<file path="config.mk">
export PLATFORM = sky130hd
export DESIGN_NAME = spi_frame_master
export DESIGN_NICKNAME = d
export VERILOG_FILES = /design/src/rtl/spi_frame_pkg.sv /design/src/rtl/spi_cmd_fifo.sv /design/src/rtl/spi_frame_master.sv
export SDC_FILE = /design/constraint.sdc
export NUM_CORES = 1
export LEC_CHECK = 0
export ABC_AREA = 1
export BUFFER_PORTS_ARGS = -buffer_cell sky130_fd_sc_hd__buf_2
export CAP_MARGIN = 20
export CORE_MARGIN = 4
export CORE_UTILIZATION = 25
export DETAILED_ROUTE_END_ITERATION = 6
export GPL_ROUTABILITY_DRIVEN = 0
export PLACE_DENSITY = 0.51
export SYNTH_ARGS = -nofsm -noshare
export SYNTH_HDL_FRONTEND = slang
export SYNTH_SLANG_ARGS = --single-unit
</file>
<file path="constraint.sdc">
create_clock -name clk -period 3.4 [get_ports clk]
set_input_delay 0.34 -clock clk [delete_from_list [all_inputs] [get_ports clk]]
set_output_delay 0.34 -clock clk [all_outputs]
set_load 0.1 [all_outputs]
</file>
<file path="src/rtl/spi_frame_pkg.sv">
// spi_frame_pkg: FSM state encoding and default parameters for spi_frame_master.
package spi_frame_pkg;
  typedef enum logic [2:0] {IDLE, LEAD, SHIFT, LAG, GAP} state_t;
  localparam int DEF_DATA_W = 24;
  localparam int DEF_CLK_DIV = 4;
  localparam int DEF_GAP_H = 3;
  localparam int DEF_DEPTH = 4;
endpackage

</file>
<file path="src/rtl/spi_cmd_fifo.sv">
// spi_cmd_fifo: synchronous DEPTH x DATA_W command FIFO with show-ahead read port.
module spi_cmd_fifo #(
  parameter int DATA_W = 24,
  parameter int DEPTH = 4
) (
  input  logic              clk,
  input  logic              reset,
  input  logic              push,
  input  logic              pop,
  input  logic [DATA_W-1:0] din,
  output logic [DATA_W-1:0] dout,
  output logic              full,
  output logic              empty
);
  localparam int AW = $clog2(DEPTH);
  logic [DATA_W-1:0] mem [DEPTH];
  logic [AW:0] wp, rp;
  assign empty = wp == rp;
  assign full = (wp[AW] != rp[AW]) && (wp[AW-1:0] == rp[AW-1:0]);
  assign dout = mem[rp[AW-1:0]];
  always_ff @(posedge clk) if (push && !full) mem[wp[AW-1:0]] <= din;
  always_ff @(posedge clk) begin
    if (!reset) begin
      wp <= '0;
      rp <= '0;
    end else begin
      if (push && !full) wp <= wp + 1'b1;
      if (pop && !empty) rp <= rp + 1'b1;
    end
  end
endmodule

</file>
<file path="src/rtl/spi_frame_master.sv">
// spi_frame_master: FIFO-fed SPI frame transmitter; define SPI_MISO_EN to add MISO capture.
module spi_frame_master
  import spi_frame_pkg::*;
#(
  parameter int DATA_W = DEF_DATA_W,
  parameter int CLK_DIV = DEF_CLK_DIV,
  parameter int GAP_H = DEF_GAP_H,
  parameter int DEPTH = DEF_DEPTH
) (
  input  logic              clk,
  input  logic              reset,
  input  logic              wr_valid,
  input  logic [DATA_W-1:0] wr_data,
  output logic              wr_ready,
  output logic              busy,
  output logic              spi_data_out,
  output logic              spi_clk_out,
  output logic              spi_en_out
`ifdef SPI_MISO_EN
  ,
  input  logic              spi_data_in,
  output logic [DATA_W-1:0] rd_data,
  output logic              rd_valid
`endif
);
  localparam int H = CLK_DIV / 2;
  localparam logic [15:0] H_END = 16'(H - 1);
  localparam logic [15:0] SH_END = 16'(2 * DATA_W - 1);
  localparam logic [15:0] GAP_END = 16'(GAP_H - 1);
  if (CLK_DIV < 2 || CLK_DIV % 2 != 0) begin : g_bad_div
    $error("CLK_DIV must be even and >= 2");
  end
  if (DEPTH < 2 || (DEPTH & (DEPTH - 1)) != 0) begin : g_bad_depth
    $error("DEPTH must be a power of 2 and >= 2");
  end
  if (DATA_W < 8 || DATA_W > 32) begin : g_bad_width
    $error("DATA_W must be in 8..32");
  end
  if (GAP_H < 1) begin : g_bad_gap
    $error("GAP_H must be >= 1");
  end
  state_t state, state_n;
  logic [15:0] cnt, hp;
  logic [DATA_W-1:0] sh, fifo_q;
  logic ready_q, full, empty, pop, push, end_h, active, sclk_d;
  assign push = wr_valid && wr_ready;
  assign wr_ready = ready_q && !full;
  assign busy = !empty || state != IDLE;
  assign end_h = cnt == H_END;
  assign active = state inside {LEAD, SHIFT, LAG};
  assign sclk_d = state == SHIFT && hp[0];
  spi_cmd_fifo #(.DATA_W(DATA_W), .DEPTH(DEPTH)) u_fifo (
    .clk(clk), .reset(reset), .push(push), .pop(pop), .din(wr_data),
    .dout(fifo_q), .full(full), .empty(empty)
  );
  always_comb begin
    state_n = state;
    pop = 1'b0;
    case (state)
      IDLE: begin
        state_n = empty ? IDLE : LEAD;
        pop = !empty;
      end
      LEAD: state_n = end_h ? SHIFT : LEAD;
      SHIFT: state_n = (end_h && hp == SH_END) ? LAG : SHIFT;
      LAG: state_n = end_h ? GAP : LAG;
      GAP: if (end_h && hp == GAP_END) begin
        state_n = empty ? IDLE : LEAD;
        pop = !empty;
      end
      default: state_n = IDLE;
    endcase
  end
  // SPI pins are registered from the current state, so they trail the FSM by one cycle
  always_ff @(posedge clk) begin
    if (!reset) begin
      state <= IDLE;
      cnt <= '0;
      hp <= '0;
      sh <= '0;
      ready_q <= 1'b0;
      spi_en_out <= 1'b1;
      spi_clk_out <= 1'b0;
      spi_data_out <= 1'b0;
    end else begin
      state <= state_n;
      ready_q <= 1'b1;
      if (state_n != state || state == IDLE) begin
        cnt <= '0;
        hp <= '0;
      end else if (end_h) begin
        cnt <= '0;
        hp <= hp + 16'd1;
      end else begin
        cnt <= cnt + 16'd1;
      end
      if (pop) sh <= fifo_q;
      else if (state == SHIFT && end_h && hp[0] && hp != SH_END) sh <= sh << 1;
      spi_en_out <= !active;
      spi_clk_out <= sclk_d;
      spi_data_out <= active && sh[DATA_W-1];
    end
  end
`ifdef SPI_MISO_EN
  logic [DATA_W-1:0] rx;
  always_ff @(posedge clk) begin
    if (!reset) begin
      rx <= '0;
      rd_data <= '0;
      rd_valid <= 1'b0;
    end else begin
      rd_valid <= state == LAG && end_h;
      if (sclk_d && !spi_clk_out) rx <= {rx[DATA_W-2:0], spi_data_in};
      if (state == LAG && end_h) rd_data <= rx;
    end
  end
`endif
endmodule

</file>
==> results of run 1 <==
layout make-up:
class | instances | area, um2 | area share, %
flip-flops and latches | 167 | 4300 | 50.5
multi-input cells | 515 | 2680 | 31.4
well taps | 384 | 480 | 5.64
clock buffers | 18 | 429 | 5.03
inverters | 67 | 256 | 3.01
repair buffers | 40 | 223 | 2.61
clock inverters | 14 | 156 | 1.83
worst register-to-register path, stage by stage, from the launching register on:
cell	delay, ns
dfxtp_1	0.38
ha_1	0.20
nand2_1	0.06
nor2_1	0.13
nand2_2	0.11
nor2_8	0.12
nand2_4	0.08
nand2_4	0.25
nand2_8	0.21
nand2_4	0.30
inv_2	0.24
nor2_1	0.17
nor2_1	0.06
flip-flops by register name, summed over array words and instances (netlist names), named ones only:
name / count
u_fifo.mem: 96
spi_clk_out: 1
sh: 24
spi_data_out: 1
ready_q: 1
spi_en_out: 1
cnt: 16
u_fifo.wp: 3
hp: 16
u_fifo.rp: 3
state: 3
cells by family after synthesis:
| family | count (synthesis) | share of synthesized area (%) |
|---|---|---|
| and+or+nand+nor | 357 | 22.5 |
| DFF | 167 | 58.2 |
| AOI/OAI and AO/OA | 119 | 8.51 |
| xor gates and xnor gates | 30 | 3.55 |
| adders and majority gates | 9 | 1.52 |
| buffers and inverters | 98 | 5.67 |
Yosys cell counts (all sizes together):
library cell and instances:
a21oi 14, buf 14, clkbuf 17, clkinv 1, dfxtp 71, edfxtp 96, ha 9, inv 66
nand2 110, nand3 45, nand3b 2, nand4 8, nor2 181, nor3 10, o21ai 81, o22ai 24
or2 1, xnor2 6, xor2 24
where the power goes:
part | internal (mW) | leakage (nW) | switching, mW
registers | 2.30 | 1.45 | 0.0781
logic | 0.511 | 1.37 | 1.23
clock network | 1.05 | 0.287 | 0.878
total | 3.86 | 3.10 | 2.19
worst paths after layout:
kind	start	endpoint	cells past startpoint
worst min-delay path	wr_data[10]	u_fifo.mem[1][10]	1
worst max register to register	cnt[0]	sh[3]	12
worst min register to register	cnt[0]	cnt[0]	1
worst max-delay path	cnt[0]	sh[3]	12
metal layers:
layer	vias up	track usage, %
li1	2643	-
met1	2356	12.5
met2	53	15.9
met3	6	2.97
met4	4	2.19
met5	-	0
stage by stage:
step | utilization (%) | std cells | hold WS [ns]
final | 29.5 | 1205 | 0.120
after global routing | 29.5 | 1205 | 0.0992
after CTS | 29.5 | 1205 | 0.0992
after detailed placement | 27.4 | 1173 | 0.461
after global placement | 27.4 | 1173 | 0.449
after floorplan | - | 780 | 0.368
==> out/results.txt, run 1 <==
status - finished, final reports clean
Place WS - 0.933 ns
vias per inst - 4.20
Layout Skew - 0.0148 ns
CTS tree - done
DP HPWL - 9.53 mm
io pins - 32
max frequency - 411 MHz
Seq/Total Area, Yosys - 58.2%
Die Width - 180 um
vias in the first global route - 4,897
Worst slew margin - 47.7%
Final Max Slew Viols - 0
Design Power - 6.05 mW
wire length per cell - 12.7 um
final hold vios - 0
CP Launch Type - flop
met3 WL - 405 um
Worst Tran Pin Value - 0.784 ns
period utilization - 71.5%
# rows - 62
class of the worst hold path - in2reg
Final min period - 2.43 ns
Post-CTS Setup Bufs - 0
leading area contributor after synthesis - edfxtp_1
synthesized area per cell - 9.48 um2
post-cts resize count - 0
clock buffer depth - 2
largest net degree at the start of global routing - 49
filler cell count - 3,023
WL met1 - 7.41 mm
crit path cell chain - ha_1, nand2_1, nor2_1, nand2_2, nor2_8, nand2_4, nand2_4, nand2_8, nand2_4, inv_2, nor2_1, nor2_1
worst setup margin - 0.968 ns
R2R Setup Slk - 0.97 ns
most frequent cells in the layout - nor2_1, nand2_1, edfxtp_1
DR top layer - met5
flops & latches, synth - 167
critical path class - reg2reg
Crit path max-delay family - simple AND/OR/NAND/NOR gates
most common cell after layout, fill and taps aside - nor2_1
share of post-route cells with drive strength above 1 - 15.8%
synthesis warning total - 0
Syn Nets - 816
clock slew at reported path FFs - 0.07 ns
initial DRC count - 291
Nets - 844
initial antenna violation count - 2
drt pass-1 iters - 4
Clock Sinks - 167
Peak supply drop - 0.000330 V
CP Capture Type - flop
via count - 5,062
Inserted Clock Buffers - 17
core area - 28,900 um2
setup TNS - 0 ns
power per cell area - 710 nW/um2
worst path required time - 3.72 ns
Hold Buf Count CTS - 0
area delta synth->final - 15.3%
Gate Count Post-Synth - 780
Synth cell types - 33
mapped cell area - 7390 um2
worst-path fanout max - 28
Area after DPL - 7940 um2
Crit path largest cell delay - 0.38 ns
Starting Density - 25.5%
clk_lat worst skew - 0.43 ns
crit path DAT - 2.75 ns
leakage - 3.10 nW
clk root buf - clkbuf_16
WL final - 15.3 mm
# port buffers - 31
CP max stage cell - dfxtp_1
n_diodes - 0
global route total overflow - 0
unrepaired setup endpoints after global routing - false
CP bufs+invs - 1
Die Ht - 180 um
Post-route DRC - 0
first-pass GRT wire length - 25.2 mm
Max Cap Viol - 0
DR WL met2 - 7.36 mm
top cells by area, synth - edfxtp_1, dfxtp_1, nor2_1, nand2_1, o21ai_0
Tot GR Track Use - 9.64%
# setup viols final - 0
overall die area - 32,400 um2
post-layout instance area - 8530 um2
ANT nets after route - 0
Synth top area share - 39.0%
H-tree levels - 4
(Power assumes the default switching activity.)
==> run 2: changes to the inputs <==
PLACE_DENSITY = 0.52   (was 0.51)
clock period = 2 ns   (was 3.4 ns; I/O delays follow)
==> run 2 against run 1 <==
Effect of this change:
- total power grew 79%
- via count up 3.5%
- largest power group unchanged
- sequential share of layout area shrank 3.1 points
- core utilization increased by 1.9 points
- non-clock buffer count is 36 higher
- design area increased by 6.5%
- final cell count is 3.0% higher
- count of clock-buffer cells in the layout fell by 1
- die area is the same
- global-route usage hardly changed
- first-iteration DRC count is 16% lower
- critical endpoint is now busy
==> out/results.txt, run 2 (synthesis results as in run 1) <==
filler cell count - 2,995
clock power share - 32.0%
CTS tree - done
status - finished, final reports clean
Peak supply drop - 0.000626 V
clk_lat worst skew - 0.43 ns
power per cell area - 1190 nW/um2
share of post-route cells with drive strength above 1 - 17.7%
largest net degree at the start of global routing - 49
unrepaired setup endpoints after global routing - false
most frequent cells in the layout - nor2_1, nand2_1, edfxtp_1
max frequency - 516 MHz
clk root buf - clkbuf_16
CP max stage cell - dfxtp_1
Nets - 880
Final min period - 1.94 ns
CP Capture Type - output pin
setup TNS - 0 ns
overall die area - 32,400 um2
internal power - 6.90 mW
Layout Skew - 0.0176 ns
crit path DAT - 1.74 ns
Post-route DRC - 0
Switching Share - 36.3%
n_diodes - 0
Die Ht - 180 um
# rows - 62
wire length per cell - 12.3 um
Inserted Clock Buffers - 17
clock slew at reported path FFs - 0.07 ns
Clock Sinks - 167
initial DRC count - 243
period utilization - 97.0%
DP HPWL - 9.45 mm
leakage - 3.33 nW
reg-to-reg startpoint - cnt[1]
crit path cell chain - nor2_1, inv_1, nor2_1, nand4_1, buf_2
drt pass-1 iters - 4
area delta synth->final - 22.8%
# setup viols final - 0
Starting Density - 25.5%
ANT nets after route - 0
worst path required time - 1.80 ns
CP bufs+invs - 2
clock buffer depth - 2
Die Width - 180 um
most frequent cell on the critical path - nor2_1
vias per inst - 4.22
Worst slew margin - 67.3%
sequential share of power - 37.5%
critical path class - reg2out
Register Area - 4310 um2
vias in the first global route - 5,061
Final Max Slew Viols - 0
class of the worst hold path - in2reg
Psw - 3.93 mW
crit path from - state[1]
initial antenna violation count - 0
io pins - 32
max reg flops - 96
first-pass GRT wire length - 25.8 mm
final hold vios - 0
worst-path fanout max - 4
global route total overflow - 0
Logic pwr share - 30.5%
CP Launch Type - flop
WL final - 15.2 mm
core area - 28,900 um2
Crit path largest cell delay - 0.34 ns
most common cell after layout, fill and taps aside - nor2_1
Hold Crit Start - reset
Tot GR Track Use - 9.64%
# port buffers - 31
Worst Tran Pin Value - 0.494 ns
worst hold slack - 0.0970 ns
via count - 5,241
Crit path max-delay family - simple AND/OR/NAND/NOR gates
multi-input logic area - 2720 um2
H-tree levels - 4
Max Cap Viol - 0
-- run 2: cell count changes in the layout (fill, tap and decap cells not counted), moves of 2 or more --
cell	previous run	this run
xnor2_2	0	2
buf_6	0	2
nor2_4	12	15
clkinv_8	1	6
buf_12	0	8
dlygate4sd3_1	0	24
nor2_1	156	153
inv_6	6	1
xnor2_1	6	4
-- run 2: repair_timing --
item,in CTS,in global routing
endpoints found under the setup margin,0,42
hold endpoints to repair,96,0
resized for setup,0,12
hold buffers,24,0
setup buffers,0,3
-- run 2: power by group through the flow --
| stage | registers [mW] | logic [mW] | clock network [mW] |
|---|---|---|---|
| final | 4.06 | 3.31 | 3.46 |
| after global routing | 4.09 | 3.74 | 3.73 |
| after CTS | 4.05 | 3.27 | 3.58 |
| after detailed placement | 4.13 | 3.22 | 0 |
| after global placement | 4.13 | 3.21 | 0 |
| after floorplan | 4.16 | 2.38 | 0 |
-- run 2: tightest hold or removal path: cells and delay by family --
family / cells / cell delay [ns]
compound gates: 1 / 0.11
buf+inv: 2 / 0.17
-- run 2: final timing paths --
path / to / depth (start not counted) / slack [ns]
worst min-delay path: state[2] / 3 / 0.1
worst max register to register: sh[15] / 14 / 0.20
worst max-delay path: busy / 5 / 0.06
worst min register to register: cnt[0] / 1 / 0.43
-- run 2: layout make-up --
class	count	area share [%]
flip-flops and latches	167	47.4
multi-input cells	515	29.9
repair buffers	76	7.39
well taps	384	5.29
clock buffers	17	4.69
inverters	67	2.87
clock inverters	15	2.40
-- run 2: routing by layer --
| metal | GRT usage [%] | vias up | share of wire, % |
|---|---|---|---|
| met3 | 1.96 | 13 | 3.6 |
| met4 | 3.11 | 0 | 1.0 |
| li1 | - | 2727 | - |
| met1 | 12.8 | 2425 | 48 |
| met2 | 15.8 | 76 | 47 |
| met5 | 0 | - | 0 |
-- run 2: per-stage QoR --
stage | setup WS, ns | instance area [um2] | util, % | instances | power (mW)
after global placement | 0.0883 | 8120 | 28.1 | 1182 | 7.34
after CTS | 0.0232 | 9000 | 31.1 | 1238 | 10.9
final | 0.0608 | 9080 | 31.4 | 1241 | 10.8
after floorplan | -0.131 | 7420 | - | 780 | 6.54
after detailed placement | 0.0644 | 8120 | 28.1 | 1182 | 7.35
after global routing | 0.00237 | 9080 | 31.4 | 1241 | 11.6
==> run 3: changes to the inputs <==
ABC_AREA = 0   (was 1)
PLACE_DENSITY = 0.53   (was 0.52)
==> run 3 against run 2 <==
Effect of this change:
- count of clock-buffer cells in the layout increased by 1
- hold slack got worse by 0.069 ns
- combinational power decreased by 22%
- largest power group unchanged
- total power decreased by 7.5%
- via count decreased by 16%
- design area decreased by 2.2%
- non-clock buffer count increased by 29
- flip-flop and latch count unchanged
- highest routed layer unchanged
- core utilization increased by 1.4 points
==> out/results.txt, run 3 <==
H-tree levels - 4
overall die area - 30,500 um2
# setup viols final - 0
mapped cell area - 6940 um2
core area - 27,100 um2
Layout Skew - 0.00948 ns
top cells by area, synth - edfxtp_1, dfxtp_1, mux4_2, xor2_1, nand3_1
clock slew at reported path FFs - 0.07 ns
CP Capture Type - output pin
Place WS - 0.0253 ns
CP Launch Type - flop
Worst Hold Depth - 1
flops & latches, synth - 167
initial DRC count - 292
Syn Nets - 560
Clock Sinks - 167
Tot GR Track Use - 9.91%
Synth Flop Type - edfxtp_1
Starting Density - 25.6%
Hold Crit Start - wr_data[4]
number of flops mapped to enable cells by yosys - 96
worst-path fanout max - 3
synthesized area per cell - 13.2 um2
most frequent cells in the layout - edfxtp_1, dfxtp_1, buf_4
Peak supply drop - 0.000585 V
Die Ht - 175 um
Max Cap Viol - 0
top cells by count, synth - edfxtp_1, dfxtp_1, nand2_1
Worst Tran Pin Value - 0.518 ns
max reg flops - 96
largest net degree at the start of global routing - 29
first-pass GRT wire length - 24.2 mm
worst hold slack - 0.0277 ns
clk_lat worst skew - 0.43 ns
filler cell count - 2,681
RR Endpoint - hp[4]
Nets - 650
vias per inst - 4.41
drt pass-1 iters - 4
FF-to-FF path depth - 6
Post-route DRC - 0
initial antenna violation count - 0
class of the worst hold path - in2reg
leading area contributor after synthesis - edfxtp_1
Async S/R FF share, synth - 0%
Seq/Total Area, Yosys - 62.0%
area delta synth->final - 28.0%
worst setup margin - 0.0279 ns
vias in the first global route - 4,442
worst path required time - 1.80 ns
period utilization - 98.6%
Inserted Clock Buffers - 17
Synth cell types - 50
R2R Setup Slk - 0.07 ns
Final min period - 1.97 ns
Die Width - 175 um
wire length per cell - 14.7 um
status - finished, final reports clean
leakage - 2.91 nW
most numerous cell in the Yosys netlist - edfxtp_1
clk root buf - clkbuf_16
Worst slew margin - 65.1%
ANT nets after route - 0
DP HPWL - 9.21 mm
most common cell after layout, fill and taps aside - edfxtp_1
unrepaired setup endpoints after global routing - true
reg-to-reg startpoint - hp[14]
critical path class - reg2out
crit path DAT - 1.77 ns
WL final - 14.7 mm
synthesis warning total - 0
n_diodes - 0
WHS Endpoint - u_fifo.mem[3][4]
# rows - 60
via count - 4,402
clock buffer depth - 2
Gate Count Post-Synth - 524
max frequency - 507 MHz
final hold vios - 0
# port buffers - 31
power per cell area - 1130 nW/um2
Synth top area share - 41.5%
io pins - 32
CTS tree - done
Final Max Slew Viols - 0
share of post-route cells with drive strength above 1 - 27.8%
global route total overflow - 0
==> run 3: cell types whose count changed after synthesis, moves of 22 or more <==
cell,delta
nor2_1,-130
o211ai_1,+23
o22ai_1,-24
inv_1,-39
nand2_1,-60
o21ai_0,-58
a31oi_1,+22
mux4_2,+24
==> run 3: stage by stage <==
stage               cell area (um2)  instances  power, mW  utilization [%]  setup TNS [ns]
finish                         8880        999       10.0             32.8               0
global route                   8880        999       10.5             32.8         -0.0235
CTS                            8790        997       10.1             32.4         -0.0160
detailed placement             7900        940       6.55             29.1               0
global placement               7900        940       6.54             29.1               0
floorplan                      6990        524       5.83                -          -0.323
==> run 3: how the worst max path moves through the flow <==
| stage | to | from | cells past startpoint | slack [ns] |
|---|---|---|---|---|
| after CTS | busy | u_fifo.wp[0] | 4 | -0.02 |
| after global placement | hp[4] | cnt[1] | 8 | 0.06 |
| final | busy | u_fifo.rp[0] | 4 | 0.03 |
| after global routing | busy | u_fifo.rp[0] | 4 | -0.02 |
| after detailed placement | hp[4] | cnt[1] | 8 | 0.03 |
| after floorplan | u_fifo.mem[3][0] | u_fifo.rp[0] | 3 | -0.01 |
==> run 3: kinds of logic (layout without fill, tap and decap cells) <==
kind of cell / Yosys count / count (layout) / share of synthesized area (%)
muxes: 27 / 27 / 8.22
xor gates and xnor gates: 35 / 35 / 4.42
DFF: 167 / 167 / 62.0
buffers and inverters: 44 / 147 / 3.01
and+or+nand+nor: 172 / 172 / 13.3
adders and majority gates: 9 / 9 / 1.62
AOI/OAI and AO/OA: 70 / 70 / 7.36
==> run 3: worst max-delay path, stage by stage (launching register included) <==
cell and delay (ns):
dfxtp_4 0.37, xnor2_4 0.22, nand3_2 0.11, or4_4 0.46, buf_12 0.19
==> run 3: cell type report <==
cell class	instances	area, um2	area share (%)
timing repair buffer	105	861	9.69
inverter	10	37.5	0.423
tap	372	465	5.24
clock buffer	18	429	4.83
sequential	167	4320	48.6
clock inverter	14	160	1.80
multi-input combinational	313	2610	29.4
==> run 3: timing repair <==
item / 4_1_cts / 5_1_grt
buffers inserted: 2 / 2
hold endpoints to repair: 92 / 0
pin swaps: 2 / 2
resized for setup: 12 / 16
setup endpoints to repair: 1 / 60
hold buffers: 23 / 0
==> run 3: power breakdown <==
part	internal [mW]	switching (mW)
sequential	3.93	0.214
clock	1.88	1.43
combinational	1.19	1.38
total	7.00	3.03
==> run 3: layer usage <==
metal | vias to the layer above | share of wire, % | wire, um | global-route usage (%)
li1 | 2168 | - | - | -
met1 | 2166 | 48 | 7060 | 13.2
met2 | 57 | 48 | 7070 | 16.0
met3 | 11 | 3.1 | 455 | 2.83
met4 | 0 | 0.86 | 126 | 2.55
met5 | - | 0 | 0 | 0
